[src/rtl/wb_write_arbiter.sv]
// wb_write_arbiter: shares the two register-file write ports (A = wa3/wd3,
// B = wa3_2/wd3_2) between the ALU/long-multiply requester (0) and the
// memory/load requester (1). Up to two words are accepted per cycle with
// round-robin priority. Words aimed at r15 are diverted to a PC-write pulse
// because the file only holds r0-r14. Port drive is registered so it is
// stable before the file's negedge commit.
// Optional feature macro: WB_ARB_FWD_EN builds the chk_ra/chk_hit/chk_data
// forwarding path from the staged port registers.
module wb_write_arbiter #(
  parameter int DW = 32,
  parameter int AW = 4
) (
  input  logic          clk,
  input  logic          reset,
  input  logic          req_valid_0,
  input  logic          req_valid_1,
  output logic          req_ready_0,
  output logic          req_ready_1,
  input  logic          req_pair_0,
  input  logic          req_pair_1,
  input  logic [AW-1:0] req_wa_0,
  input  logic [AW-1:0] req_wa2_0,
  input  logic [AW-1:0] req_wa_1,
  input  logic [AW-1:0] req_wa2_1,
  input  logic [DW-1:0] req_wd_0,
  input  logic [DW-1:0] req_wd2_0,
  input  logic [DW-1:0] req_wd_1,
  input  logic [DW-1:0] req_wd2_1,
  output logic [1:0]    we3,
  output logic [AW-1:0] wa3,
  output logic [DW-1:0] wd3,
  output logic [AW-1:0] wa3_2,
  output logic [DW-1:0] wd3_2,
  output logic          pc_wr_valid,
  output logic [DW-1:0] pc_wr_data,
  input  logic [AW-1:0] chk_ra,
  output logic          chk_hit,
  output logic [DW-1:0] chk_data
);

  localparam logic [AW-1:0] PC_ADDR = AW'(15);

  // Per-requester views so both sides share one indexing scheme.
  logic [1:0]         vld, pair;
  logic [1:0][AW-1:0] wa, wa2;
  logic [1:0][DW-1:0] wd, wd2;

  assign vld  = {req_valid_1, req_valid_0};
  assign pair = {req_pair_1, req_pair_0};
  assign wa   = {req_wa_1, req_wa_0};
  assign wa2  = {req_wa2_1, req_wa2_0};
  assign wd   = {req_wd_1, req_wd_0};
  assign wd2  = {req_wd2_1, req_wd2_0};

  // Arbitration state and staged port drive.
  logic          ptr_q, ptr_d;
  logic [1:0]    gnt;
  logic [1:0]    we3_q, we3_d;
  logic [AW-1:0] wa3_q, wa3_d, wa3_2_q, wa3_2_d;
  logic [DW-1:0] wd3_q, wd3_d, wd3_2_q, wd3_2_d;
  logic          pcv_q, pcv_d;
  logic [DW-1:0] pcd_q, pcd_d;

  // Candidate words in packing order: w0 is the first granted word, w1 is
  // either the pair's second word or the other requester's word.
  logic          first;
  logic          w0_v, w1_v, w0_pc, w1_pc;
  logic [AW-1:0] w0_a, w1_a;
  logic [DW-1:0] w0_d, w1_d;

  // Grant: a lone requester always wins; two singles to different registers
  // both go; anything else (pair or same destination) goes to ptr only.
  // Equal-address compare also covers the r15-vs-r15 conflict.
  always_comb begin
    gnt = 2'b00;
    if (reset) begin
      unique case (vld)
        2'b01:   gnt = 2'b01;
        2'b10:   gnt = 2'b10;
        2'b11: begin
          if (!pair[0] && !pair[1] && (wa[0] != wa[1])) gnt = 2'b11;
          else if (ptr_q)                               gnt = 2'b10;
          else                                          gnt = 2'b01;
        end
        default: gnt = 2'b00;
      endcase
    end
  end

  assign req_ready_0 = gnt[0];
  assign req_ready_1 = gnt[1];

  // Priority moves to whichever valid requester lost this cycle.
  always_comb begin
    ptr_d = ptr_q;
    if (vld[0] && !gnt[0])      ptr_d = 1'b0;
    else if (vld[1] && !gnt[1]) ptr_d = 1'b1;
  end

  // Select the (up to) two accepted words in ptr-first order.
  always_comb begin
    unique case (gnt)
      2'b01:   first = 1'b0;
      2'b10:   first = 1'b1;
      default: first = ptr_q;
    endcase
    w0_v  = |gnt;
    w0_a  = wa[first];
    w0_d  = wd[first];
    w1_v  = (&gnt) | ((|gnt) & pair[first]);
    w1_a  = (&gnt) ? wa[~first] : wa2[first];
    w1_d  = (&gnt) ? wd[~first] : wd2[first];
    w0_pc = w0_v && (w0_a == PC_ADDR);
    w1_pc = w1_v && (w1_a == PC_ADDR);
  end

  // Pack surviving words into port A then B; r15 words become the PC pulse.
  // When both words hit r15 (pair) the later word is the one that sticks.
  always_comb begin
    we3_d   = 2'b00;
    wa3_d   = wa3_q;
    wd3_d   = wd3_q;
    wa3_2_d = wa3_2_q;
    wd3_2_d = wd3_2_q;
    pcv_d   = w0_pc | w1_pc;
    pcd_d   = pcd_q;
    if (w1_pc)      pcd_d = w1_d;
    else if (w0_pc) pcd_d = w0_d;
    if (w0_v && !w0_pc) begin
      we3_d[0] = 1'b1;
      wa3_d    = w0_a;
      wd3_d    = w0_d;
      if (w1_v && !w1_pc) begin
        we3_d[1] = 1'b1;
        wa3_2_d  = w1_a;
        wd3_2_d  = w1_d;
      end
    end else if (w1_v && !w1_pc) begin
      we3_d[0] = 1'b1;
      wa3_d    = w1_a;
      wd3_d    = w1_d;
    end
  end

  // Stage registers: one-cycle port drive, cleared by synchronous reset.
  always_ff @(posedge clk) begin
    if (!reset) begin
      ptr_q   <= 1'b0;
      we3_q   <= 2'b00;
      wa3_q   <= '0;
      wd3_q   <= '0;
      wa3_2_q <= '0;
      wd3_2_q <= '0;
      pcv_q   <= 1'b0;
      pcd_q   <= '0;
    end else begin
      ptr_q   <= ptr_d;
      we3_q   <= we3_d;
      wa3_q   <= wa3_d;
      wd3_q   <= wd3_d;
      wa3_2_q <= wa3_2_d;
      wd3_2_q <= wd3_2_d;
      pcv_q   <= pcv_d;
      pcd_q   <= pcd_d;
    end
  end

  assign we3         = we3_q;
  assign wa3         = wa3_q;
  assign wd3         = wd3_q;
  assign wa3_2       = wa3_2_q;
  assign wd3_2       = wd3_2_q;
  assign pc_wr_valid = pcv_q;
  assign pc_wr_data  = pcd_q;

`ifdef WB_ARB_FWD_EN
  // Forward staged data to readers; port B wins because the file's
  // port B write lands last when both ports hit the same register.
  logic hit_a, hit_b;
  assign hit_a    = we3_q[0] && (wa3_q == chk_ra) && (chk_ra != PC_ADDR);
  assign hit_b    = we3_q[1] && (wa3_2_q == chk_ra) && (chk_ra != PC_ADDR);
  assign chk_hit  = hit_a | hit_b;
  assign chk_data = hit_b ? wd3_2_q : (hit_a ? wd3_q : '0);
`else
  // Forwarding not built: query address is intentionally ignored.
  logic unused_chk_ra;
  assign unused_chk_ra = ^chk_ra;
  assign chk_hit       = 1'b0;
  assign chk_data      = '0;
`endif

  // Port B never fires without port A, and two granted singles never collide.
  a_we3_shape: assert property (@(posedge clk) disable iff (!reset)
    we3 != 2'b10);
  a_dual_noconf: assert property (@(posedge clk) disable iff (!reset)
    (&gnt) |-> (wa[0] != wa[1]));

endmodule
[config.mk]
export PLATFORM = sky130hd
export DESIGN_NAME = wb_write_arbiter
export DESIGN_NICKNAME = d
export VERILOG_FILES = /design/src/rtl/wb_write_arbiter.sv
export SDC_FILE = /design/constraint.sdc
export NUM_CORES = 1
export LEC_CHECK = 0
export CAP_MARGIN = 20
export CORE_ASPECT_RATIO = 1.2
export CORE_UTILIZATION = 25
export DETAILED_ROUTE_END_ITERATION = 8
export MAX_ROUTING_LAYER = met4
export PLACE_DENSITY = 0.57
export SETUP_SLACK_MARGIN = 0.05
export SLEW_MARGIN = 20
export SYNTH_ARGS = -nofsm -noshare
export SYNTH_HDL_FRONTEND = slang
export SYNTH_SLANG_ARGS = --single-unit
export TNS_END_PERCENT = 100
[constraint.sdc]
create_clock -name clk -period 4.5 [get_ports clk]
set_input_delay 0.675 -clock clk [delete_from_list [all_inputs] [get_ports clk]]
set_output_delay 0.675 -clock clk [all_outputs]
set_load 0.05 [all_outputs]
==> flow_summary.ini, run 1 <==
[setup_path]
worstSetupStartpointType = primary input
endpoint_kind = flop
required_ns = 4.77
path_max_fanout = 11
critical_path_arrival_ns = 4.37
path_class = in2reg
r2r_slack_ns = 1.29

[route]
met2_length_um = 11620
drt-wirelength-per-cell_um = 18.46
top_layer_used = met4
drtAntennaViolNets = 0
wl_met3_um = 1103
wl_met1_um = 9890
drt_iter0_drc = 332
remaining_drc_errors = 0
firstDrtPassIters = 4
wl_um = 23350
num_vias = 6164
viasPerCell = 4.873

[placed_design]
port-buffer-count = 258
placed_cell_area_um2 = 9676
place_congestion = 0.7731
dp_hpwl_um = 17460

[clock_tree]
insertion_delay_ns = 0.36
post_cts_buffers = 0
cts.sinks = 108
clock-root-buffer = clkbuf_16
cts-htree-levels = 3
ctsHoldBuffers = 0
clock_path_buffers = 2
cts_tree = yes
ctsResizeCount = 0
cts_buffers = 9
clkSlewWorstSetupHoldPaths_ns = 0.09

[synth]
yosysTopAreaCell = dfxtp_1
ys.flop_type = dfxtp_1
synth_edf_count = 0
yosysWarnings = 0
synthCells = 683
synth_seq_cells = 108
syn-cell-area_um2 = 6675
seq_area_frac_synth = 0.3239
yosysTopAreaCellShare = 0.3239
ys_async_sr_fraction = 0
synth_common_cells = 108 x dfxtp_1, 108 x mux2i_1, 107 x nand2_1
synth_area_leaders = dfxtp_1 32%, mux2i_1 16%, mux4_2 11%
avgSynthCellArea_um2 = 9.773
synthDistinctLibCells = 44

[floorplanning]
die_w_um = 151.2
core_um2 = 26270
rows = 65
start_util = 0.2541
io_pins = 296
dieArea_um2 = 27360
die_height_um = 181

[grt]
antenna_found_initial = 1
grt_max_degree = 76
grt_pass1_vias = 6154
grt_pass1_wl_um = 35600
track_usage = 0.1766
grt.overflow.total = 0

[timing]
finClkSkew_ns = 0.01266
setup_violations = 0
tightest_slew_ns = 0.8023
hold_violations = 0
slew_violations = 0
period_minus_slack_ns = 4.103
holdWs_ns = 0.4550
fmax_mhz = 243.7
finalCritPeriodShare = 0.9119
rsz0062_at_grt = no
relSlewSlack = 0.4651

[min_path]
holdCritPathClass = reg2reg

[run_status]
status = completed

[pwr]
p_sw_mw = 1.071
power_density_nw_per_um2 = 294.3
switching_share = 0.3657
p_int_mw = 1.858
p_comb_frac = 0.373
pwr-share-clk = 0.264
p_leak_nw = 4.063
vdd_drop_max_mv = 0.1382
seq_power_share = 0.363

[cells_and_area]
syn_to_final_growth_pct = 49.13
drive_gt1_frac = 0.1087
nets = 1082
post-route-cell-area_um2 = 9955

[run]
cap_violations = 0
## metrics by stage
step	utilization	setup TNS, ns	cells	total power, mW	setup slack (ns)
2_1_floorplan	-	0	715	1.775	0.7146
3_3_place_gp	0.3683	0	1248	2.177	0.01512
3_5_place_dp	0.3683	-0.03211	1248	2.183	-0.01221
4_1_cts	0.3789	0	1264	2.971	0.3664
5_1_grt	0.3789	0	1265	3.072	0.1032
6_report	0.3789	0	1265	2.930	0.3966
## cells in the final DEF, fill, tap and decap left out, types with 7 or more instances in the layout
cell type,instances
clkdlybuf4s50_1,257
dfxtp_1,108
nand2_1,107
mux2i_1,107
o2bb2ai_1,64
and2_1,33
mux4_2,33
conb_1,33
o2111ai_1,32
buf_4,26
o21ai_0,24
o21ai_1,14
buf_12,10
clkbuf_16,9
a21oi_1,7
## routing by layer
metal,track usage,up-vias
met5,-,-
met4,0.06720,0
met3,0.02601,40
met2,0.2934,203
met1,0.2131,2955
li1,-,2966
## power groups by stage
stage	sequential [mW]	clock [mW]	combinational [mW]
after floorplan	1.30	0	0.474
after CTS	1.06	0.807	1.10
final	1.06	0.773	1.09
after global routing	1.07	0.840	1.16
after detailed placement	1.09	0	1.10
after global placement	1.08	0	1.09
## registers in the layout (all words and copies together), names as in the netlist
signal,cells
pc_wr_valid,1
wa3_2,4
pc_wr_data,32
wd3,32
we3,2
ptr_q,1
wd3_2,32
wa3,4
## path summary, 6_finish.rpt
| check | from | to | cells after the start |
|---|---|---|---|
| setup / recovery | req_wa_0[1] | wa3[0] | 14 |
| hold / removal | wd3_2[5] | wd3_2[5] | 2 |
| setup reg to reg | ptr_q | wa3[0] | 11 |
| hold reg to reg | wd3_2[5] | wd3_2[5] | 2 |
## cell families after synthesis
family	after synthesis	share of synthesized area
AND/OR/NAND/NOR	162	0.1125
adder cells (fa/ha/maj)	4	0.007498
XOR/XNOR	5	0.006560
flip-flops	108	0.3239
buffers and inverters	100	0.08547
multiplexers	147	0.2851
other	1	0.0005618
AO/OA/AOI/OAI	156	0.1784
## final cells by class
type                       instances  area [um2]
tap                              335       419.2
inverter                           5       18.77
timing repair buffer             293        2968
clock inverter                     6       47.55
multi-input combinational        507        4108
fill                            2621       16310
antenna                            1       2.502
sequential                       108        2162
clock buffer                      10       229.0
## worst max-delay path, stage by stage
cell and delay (ns):
clkdlybuf4s50_1 0.44, xor2_1 0.17, o41ai_1 0.52, and2_1 0.22, a21o_1 0.14, ha_1 0.28, mux2i_4 0.40, mux2i_1 0.34
nor4b_1 0.10, buf_4 0.16, o21ai_4 0.28, buf_4 0.30, a21oi_1 0.09, a311oi_1 0.26
Note: power is estimated with default switching activity, not from simulation.
==> run 2: changes to the inputs <==
- GPL_ROUTABILITY_DRIVEN: unset -> 0
==> results of run 2 <==
No change in the layout: final DEF, timing and power equal those of run 1.
==> variant 1, RTL diff (config.mk and constraints of run 2) <==
The parameter `DW` goes from 32 to 64.
--- a/src/rtl/wb_write_arbiter.sv
+++ b/src/rtl/wb_write_arbiter.sv
@@ -8,5 +8,5 @@
 // forwarding path from the staged port registers.
 module wb_write_arbiter #(
-  parameter int DW = 32,
+  parameter int DW = 64,
   parameter int AW = 4
 ) (
Interface: changed (8 resized); port bits go from 296 to 552. The function was not compared with the original's and may differ.
==> variant 1 against run 2 <==
  * Worst setup slack better by 0.029 ns
  * Sequential cell count is 96 higher
  * Via count is 89% higher
  * Total power is 110% higher
  * Sequential power is 90% higher
  * Synthesized cell count is 84% higher
  * Core utilization is 1.0 points higher
  * Synthesized area is 84% higher
  * Cell area is 89% higher
  * Wire length is 110% higher
  * Maximum frequency is 0.72% higher
  * Sequential share of layout area hardly changed
  * Critical endpoint is now pc_wr_data[17]
==> variant 1: results (changes against run 2) <==
* Status: finished clean (unchanged)
* Leak Pwr at 7.698 nW (was 4.063 nW)
* Distinct cell type count after synthesis at 41 (was 44)
* Layout cells sized above 1 at 11.38% (was 10.87%)
* Metal1 wirelength at 19.66 mm (was 9.890 mm)
* DP Cell Count at 2318 (was 1248)
* Met2 usage at 33.74% (was 29.34%)
* Largest net degree at the start of global routing at 88 (was 76)
* Clock Skew at 0.009631 ns (was 0.01266 ns)
* Met2 WL at 24.47 mm (was 11.62 mm)
* Critical path arrival at 4.50 ns (was 4.37 ns)
* DPL Wire Length at 37.86 mm (was 17.46 mm)
* Nets at 2001 (was 1082)
* Worst Path Max Fanout at 42 (was 11)
* R2R depth at 12 (was 11)
* Met3 routed wirelength at 3.151 mm (was 1.103 mm)
* PortBufs at 482 (was 258)
* Post-synth top cells: 204 x dfxtp_1, 204 x mux2i_1, 204 x nand2_1 (was 108 x dfxtp_1, 108 x mux2i_1, 107 x nand2_1)
* Most used DFF post-synth: dfxtp_1 (unchanged)
* Pre-CTS WS at -0.2432 ns (was -0.01221 ns)
* Max rail drop VDD at 243.5 uV (was 138.2 uV)
* Worst-path clk slew at 0.06 ns (was 0.09 ns)
* Vias after detailed routing at 11630 (was 6164)
* Worst-Skew Late Latency at 0.54 ns (was 0.36 ns)
* Post-DP Area at 18030 um^2 (was 9676 um^2)
* Crit. Startpoint: req_wa_1[0] (was req_wa_0[1])
* Non-filler instance count after layout at 2361 (was 1265)
* Clk buf depth at 3 (was 2)
* Area contributors post-synth: dfxtp_1 33%, mux2i_1 17%, mux4_2 12% (was dfxtp_1 32%, mux2i_1 16%, mux4_2 11%)
* Synth Area per Inst at 9.792 um^2 (was 9.773 um^2)
* Routed len/inst at 20.80 um (was 18.46 um)
* M3 GR Usage at 4.076% (was 2.601%)
* H-tree depth at 1 (was 3)
* Min-delay src: wd3_2[36] (was wd3_2[5])
* CTS Buf Count at 25 (was 9)
* All-Layer GR Usage at 19.48% (was 17.66%)
* Met1 Use GR at 21.71% (was 21.31%)
* Relative slew slack at 37.35% (was 46.51%)
* Hold crit path type: flip-flop to flip-flop (unchanged)
* Drt pass-1 iters at 5 (was 4)
* Initial antenna violation count at 0 (was 1)
* Post-synthesis sequential area ratio at 33.20% (was 32.39%)
* Initial drt markers at 380 (was 332)
* First-pass GRT wire length at 72.33 mm (was 35.60 mm)
* ANT cells at 0 (was 1)
-- variant 1: cell count changes after synthesis, sizes merged, moves of 33 or more --
cell | run 2 | this run
dfxtp | 108 | 204
mux2i | 109 | 205
nand2 | 108 | 204
buf | 57 | 121
o2bb2ai | 64 | 128
o21ai | 40 | 73
-- variant 1: final timing paths --
path | endpoint | slack (ns)
min | wd3_2[36] | 0.46
max reg2reg | pc_wr_data[17] | 1.23
min reg2reg | wd3_2[36] | 0.46
max | pc_wr_data[17] | 0.43
-- variant 1: final cells by class --
class	count	area (um^2)
inverters	6	22.52
repair buffers	556	5659
multi-input cells	922	7485
clock buffers	37	730.7
flip-flops and latches	204	4084
well taps	630	788.3
clock inverters	6	40.04
fillers	4773	29530
-- variant 1: logic make-up (layout without fill, tap and decap cells) --
group | Yosys count | in the layout | share of synthesized area (%)
buf+inv | 194 | 605 | 8.627
flops | 204 | 204 | 33.20
fa+ha+maj | 4 | 4 | 0.4069
simple gates | 289 | 289 | 10.56
compound gates | 284 | 284 | 17.74
xor+xnor | 5 | 5 | 0.3560
mux | 275 | 275 | 29.07
other cells | 1 | 65 | 0.03049
-- variant 1: critical path, stage by stage --
cell             delay [ns]
clkdlybuf4s50_1        0.49
xor2_1                 0.19
o41ai_2                0.39
buf_4                  0.18
and2_1                 0.14
a21o_1                 0.14
ha_1                   0.28
buf_4                  0.17
mux2i_4                0.30
mux2_2                 0.43
nor3_2                 0.34
buf_4                  0.24
buf_12                 0.21
nand2_1                0.09
o2111ai_1              0.11
o21ai_1                0.10
-- variant 1: where the power goes --
part | total (W) | internal [W] | switching (W)
Sequential | 0.00201 | 0.00193 | 0.0000844
Combinational | 0.00207 | 0.000857 | 0.00121
Clock | 0.00194 | 0.00112 | 0.000823
Total | 0.00602 | 0.00390 | 0.00212
==> variant 2, RTL diff (settings of run 2) <==
Without the edit above. Reset style: asynchronous (`reset`), changed in one clocked block. Comments in the files are not updated.
--- a/src/rtl/wb_write_arbiter.sv
+++ b/src/rtl/wb_write_arbiter.sv
@@ -144,5 +144,5 @@
 
   // Stage registers: one-cycle port drive, cleared by synchronous reset.
-  always_ff @(posedge clk) begin
+  always_ff @(posedge clk or negedge reset) begin
     if (!reset) begin
       ptr_q   <= 1'b0;
Formal check against the unedited RTL: differs if reset is asserted again (counterexample within 4 cycles, from zero or initial values and one cycle with reset low); with reset held inactive, the same outputs for 4 cycles.
==> variant 2 against run 2 <==
  * Critical path depth up 1
  * Worst setup slack worse by 0.0068 ns
  * Cell area down 2.0%
  * Sequential cell count unchanged
  * Wire length down 12%
  * Synthesized area down 3.5%
Power is not compared: it rests on default switching activity, and its combinational part moved more than twofold at a synthesized area within 25%.
==> variant 2: results (changes against run 2) <==
* Worst Path Max Fanout at 17 (was 11)
* Critical path arrival at 4.34 ns (was 4.37 ns)
* Distinct cell type count after synthesis at 34 (was 44)
* Worst reg2reg startpoint: ptr_q (unchanged)
* Nets at 955 (was 1082)
* Clock Skew at 0.005984 ns (was 0.01266 ns)
* Vias after detailed routing at 5088 (was 6164)
* Final min period at 4.110 ns (was 4.103 ns)
* Post-synthesis sequential area ratio at 41.97% (was 32.39%)
* Pre-CTS WS at -0.1796 ns (was -0.01221 ns)
* ANT cells at 0 (was 1)
* DP Cell Count at 1116 (was 1248)
* Final wirelength at 20.50 mm (was 23.35 mm)
* Synth Area per Inst at 11.99 um^2 (was 9.773 um^2)
* Worst hold slack at 0.4815 ns (was 0.4550 ns)
* First-pass GRT wire length at 30.73 mm (was 35.60 mm)
* Initial antenna violation count at 0 (was 1)
* Vias per cell at 4.495 (was 4.873)
* Largest net degree at the start of global routing at 66 (was 76)
* Status: finished clean (unchanged)
* Initial drt markers at 295 (was 332)
* Drt pass-1 iters at 5 (was 4)
* Hold crit path type: input port to async pin (was flip-flop to flip-flop)
* CP max stage cell: clkdlybuf4s50_1 (was o41ai_1)
* Async S/R FF share, synth at 100.0% (was 0%)
* Mux contribution to synthesized area at 32.87% (was 28.51%)
* Synth Area in XOR/XNOR at 0.5440% (was 0.6560%)
* Crit path capture: wd3_2[11] (was wa3[0])
* Post-DP Area at 9462 um^2 (was 9676 um^2)
* Worst-path clk slew at 0.07 ns (was 0.09 ns)
## variant 2: cell type report
type | instances | area (um^2) | share of cell area [%]
inverter | 72 | 270.3 | 2.771
tap | 330 | 412.9 | 4.233
clock inverter | 4 | 32.53 | 0.3335
timing repair buffer | 286 | 2878 | 29.50
sequential | 108 | 2703 | 27.71
clock buffer | 12 | 256.5 | 2.630
multi-input combinational | 320 | 3202 | 32.82
## variant 2: stage by stage
step / power, W / util, %
3_5_place_dp: 0.005345 / 37.27
6_report: 0.006084 / 38.43
3_3_place_gp: 0.005317 / 37.27
4_1_cts: 0.006160 / 38.41
2_1_floorplan: 0.004027 / -
5_1_grt: 0.006370 / 38.43
## variant 2: layer usage
layer,global-route usage [%],routed length [um],vias up
met1,19.06,8608,2494
met4,3.737,209,0
met2,27.24,10490,187
li1,-,-,2396
met5,-,0,-
met3,3.496,1196,11
## variant 2: what timing repair did
| action | in CTS | in global routing |
|---|---|---|
| endpoints found under the setup margin | 0 | 61 |
| hold buffers | 0 | 0 |
| gates resized for setup | 0 | 1 |
